[config.mk]
export PLATFORM = sky130hd
export DESIGN_NAME = reg_dump_reader
export DESIGN_NICKNAME = d
export VERILOG_FILES = /design/src/rtl/reg_dump_reader_pkg.sv /design/src/rtl/reg_dump_reader.sv
export SDC_FILE = /design/constraint.sdc
export NUM_CORES = 1
export LEC_CHECK = 0
export BUFFER_PORTS_ARGS = -buffer_cell sky130_fd_sc_hd__buf_4
export CAP_MARGIN = 40
export CORE_MARGIN = 4
export CORE_UTILIZATION = 50
export DETAILED_ROUTE_END_ITERATION = 6
export GPL_ROUTABILITY_DRIVEN = 1
export HOLD_SLACK_MARGIN = 0.1
export PLACE_DENSITY_LB_ADDON = 0.12
export SLEW_MARGIN = 25
export SYNTH_ARGS = -nofsm -noshare
export SYNTH_HDL_FRONTEND = slang
export SYNTH_SLANG_ARGS = --single-unit
[constraint.sdc]
create_clock -name clock -period 2.8 [get_ports clock]
set_input_delay 0 -clock clock [delete_from_list [all_inputs] [get_ports clock]]
set_output_delay 0 -clock clock [all_outputs]
set_load 0.03 [all_outputs]
[src/rtl/reg_dump_reader_pkg.sv]
// Shared CPU constants and the dump FSM state type.
package reg_dump_reader_pkg;

    localparam int REG_COUNT  = 32;
    localparam int REG_ADDR_W = 5;
    localparam int REG_DATA_W = 32;

    typedef enum logic [2:0] {
        IDLE,
        HALT,
        ADDR,
        SEND,
        DONE
    } dump_state_t;

endpackage

[src/rtl/reg_dump_reader.sv]
// Halts the core, walks every general register through one read port and
// streams (index, value) beats to the debug link, then releases the core.
module reg_dump_reader
    import reg_dump_reader_pkg::*;
#(
    parameter int NUM_REGS = REG_COUNT,
    parameter int ADDR_W   = REG_ADDR_W,
    parameter int DATA_W   = REG_DATA_W
) (
    input  logic              clock,
    input  logic              reset,
    input  logic              start,
    output logic              busy,
    output logic              done,
    output logic              halt_req,
    input  logic              halt_ack,
    output logic [ADDR_W-1:0] rd_addr,
    input  logic [DATA_W-1:0] rd_data,
    output logic              out_valid,
    input  logic              out_ready,
    output logic [ADDR_W-1:0] out_index,
    output logic [DATA_W-1:0] out_data
);

    localparam logic [ADDR_W-1:0] LAST_IDX = ADDR_W'(NUM_REGS - 1);

    dump_state_t       state;
    logic [ADDR_W-1:0] index;

    // Read address follows the index counter in every state.
    assign rd_addr = index;

    // Dump FSM with index counter and registered outputs.
    always_ff @(posedge clock) begin
        if (reset) begin
            state     <= IDLE;
            index     <= '0;
            busy      <= 1'b0;
            done      <= 1'b0;
            halt_req  <= 1'b0;
            out_valid <= 1'b0;
            out_index <= '0;
            out_data  <= '0;
        end else begin
            case (state)
                IDLE: begin
                    if (start) begin
                        state    <= HALT;
                        index    <= '0;
                        busy     <= 1'b1;
                        halt_req <= 1'b1;
                    end
                end
                HALT: begin
                    if (halt_ack) begin
                        state <= ADDR;
                    end
                end
                ADDR: begin
                    // Capture only while the core is frozen; otherwise pause here.
                    if (halt_ack) begin
                        out_data  <= rd_data;
                        out_index <= index;
                        out_valid <= 1'b1;
                        state     <= SEND;
                    end
                end
                SEND: begin
                    if (out_ready) begin
                        out_valid <= 1'b0;
                        // Terminal compare precedes the increment so the counter never wraps.
                        if (index == LAST_IDX) begin
                            state    <= DONE;
                            halt_req <= 1'b0;
                            done     <= 1'b1;
                        end else begin
                            index <= index + 1'b1;
                            state <= ADDR;
                        end
                    end
                end
                DONE: begin
                    done  <= 1'b0;
                    busy  <= 1'b0;
                    state <= IDLE;
                end
                default: begin
                    state <= IDLE;
                end
            endcase
        end
    end

endmodule
==> results_dict.tcl <==
set metrics [dict create \
    place_hpwl_um 3065 \
    cts_buffers 5 \
    grt_pass1_wl_um 8576 \
    clockBufferDepth 2 \
    clock_sinks 49 \
    n_fill_cell 249 \
    reg2reg_from "rd_addr[0]$_SDFFE_PP0P_" \
    syn_avg_cell_area_sq_um 8.461 \
    vdd_drop_max_uv 479.8 \
    slowest_delay_ns 0.37 \
    ioPinCount 83 \
    cp_cell_sequence "ha_1, and3_1, ha_1, nand4b_1, a21oi_4, o21ai_2, mux2_4" \
    antenna_cells 0 \
    fin_worst_skew_ns 0.004629 \
    powerDensity_nw_per_um2 483.1 \
    total_power_w 0.001439 \
    status "finished clean" \
    power_leakage_nw 1.240 \
    grtUsageTotal_pct 21.41 \
    rsz0062_at_grt "false" \
    worst_ep_required_time_ns 2.99 \
    cts_tree "built" \
    antenna_found_initial 0 \
    cts_resized 0 \
    synth-seq-cells 49 \
    slew_headroom_pct 46.42 \
    cp-start-kind "flip-flop" \
    multi_input_area_sq_um 823.3 \
    crit_path_top_delay_cell "dfxtp_1" \
    cp-end-kind "flip-flop" \
    die_w_um 69.98 \
    yosysSeqAreaShare_pct 51.07 \
    start_util_pct 52.07 \
    clock_latency_ns 0.29 \
    cp-startpoint "rd_addr[0]$_SDFFE_PP0P_" \
    route.detailed.wl_per_inst_um 13.38 \
    gp_congestion 0.7681 \
    synthTopCellsByArea "dfxtp_1 51%, nand2_1 15%, a21oi_1 11%" \
    hold_buffers 34 \
    syn_inst 227 \
    final-hold-violation-count 0 \
    drv_slew 0 \
    synth_area_sq_um 1921 \
    crit_fanout 7 \
    num_vias 1911 \
    clk_pin_slew_ns 0.09 \
    critPathMostFrequentCell "ha_1" \
    htreeDepth 2 \
    drive_gt1_share_pct 29.38 \
    max_clock_freq_ghz 0.5111 \
    io_buffers 82 \
    synth_flop_cell "dfxtp_1" \
    grt_pass1_vias 1774 \
    synth_edf_count 0 \
    dieArea_sq_um 4897 \
    async_flop_share_pct 0 \
    setup_viol 0 \
    synthTopCellsByCount "77 x nand2_1, 49 x dfxtp_1, 41 x a21oi_1" \
    num-nets-final 375 \
    syn_to_final_growth_pct 55.11 \
    min_path_type "in2reg" \
    arrival_ns 2.15 \
    cts_root_buf "clkbuf_8" \
    ant_nets 0 \
    grt-ovfl-total 0 \
    core-area_sq_um 3689 \
    die_h_um 69.98 \
    hp-start "reset" \
    regArea_sq_um 980.9 \
    worst_pin_slew_ns 0.8037 \
    synthMostInstantiatedCell "nand2_1" \
    final.setup.tns_ns 0 \
    wirelength_um 5151 \
    rows 22 \
    drtPass1Iterations 5 \
    maxCapViolCount 0 \
    hold_ws_ns 0.1518 \
    synth_warnings 0 \
    post-route-min-period_ns 1.957 \
    synth_cell_types 37 \
    cts_setup_buffers 0 \
    drtIter0Drc 129 \
    layout_worst_path_cycle_share_pct 69.88 \
    syn-num-nets 266 \
    critPathKind "reg2reg" \
    yosys.area.top_type_share_pct 51.07 \
    grt_max_degree 50 \
    yosysTopAreaCell "dfxtp_1" \
    postLayoutCoreUtil_pct 80.77 \
    drc 0 \
    vias_per_cell 4.964 \
]
power by group:
part	internal, W	total, W	switching (W)
combinational	0.000105	0.000199	0.0000932
sequential	0.000712	0.000727	0.0000145
clock	0.000290	0.000514	0.000223
total	0.00111	0.00144	0.000331
cells by family (layout without fill, tap and decap cells):
kind of cell               after synthesis  count (layout)  synth area share [%]
and+or+nand+nor                        102             102                 24.36
buffers and inverters                   18             128                 6.059
muxes                                    2               2                 1.303
DFF                                     49              49                 51.07
adders and majority gates                2               2                 1.303
AOI/OAI and AO/OA                       54              54                 15.90
worst max-delay path, delay by kind of cell (launching register included):
kind,cells,cell delay [ns]
adder cells (fa/ha/maj),2,0.47
flip-flops,1,0.37
AND/OR/NAND/NOR,2,0.42
multiplexers,1,0.26
AO/OA/AOI/OAI,2,0.32
per-layer routing:
layer | vias to the layer above | GRT usage, % | routed length [um]
met5 | - | 0 | 0
met2 | 64 | 35.78 | 2538
li1 | 973 | - | -
met4 | 0 | 7.021 | 53
met1 | 870 | 27.09 | 2228
met3 | 4 | 5.036 | 332
flip-flops by register name (all words and copies together) (netlist names):
name and cells:
rd_addr 5, done 1, out_index 5, busy 1, halt_req 1, out_data 32, out_valid 1, state 3
cells in the final DEF, fill, tap and decap left out, types with 3 or more instances in the layout:
cell	n
o21ai_0	4
nor2_1	4
a21oi_1	41
nand2_1	77
clkbuf_8	6
buf_4	82
nand2b_1	4
inv_1	3
nand3_1	4
dlygate4sd3_1	34
dfxtp_1	49
path summary, 6_finish.rpt:
path              slack, ns  cells after the start                   endpoint
hold reg to reg        0.46                      2  out_data[29]$_SDFFE_PP0P_
setup / recovery       0.84                      7    rd_addr[3]$_SDFFE_PP0P_
hold / removal         0.15                      2     out_valid$_SDFFE_PP0P_
setup reg to reg       0.84                      7    rd_addr[3]$_SDFFE_PP0P_
per-stage QoR:
stage	instance area, sq um	setup slack [ns]	instances
finish	2979	0.8434	385
global route	2979	0.7232	385
CTS	2979	0.8475	385
detailed placement	2519	0.8638	343
global placement	2491	0.8708	342
floorplan	1921	0.8793	227
cell type report:
type,instances,share of cell area (%)
Timing Repair Buffer,117,33.01
Sequential cell,49,32.93
Multi-Input combinational cell,160,27.64
Clock buffer,6,2.772
Tap cell,48,2.016
Clock inverter,2,1.260
Inverter,3,0.3780
Power figures use the tool's default switching activity.
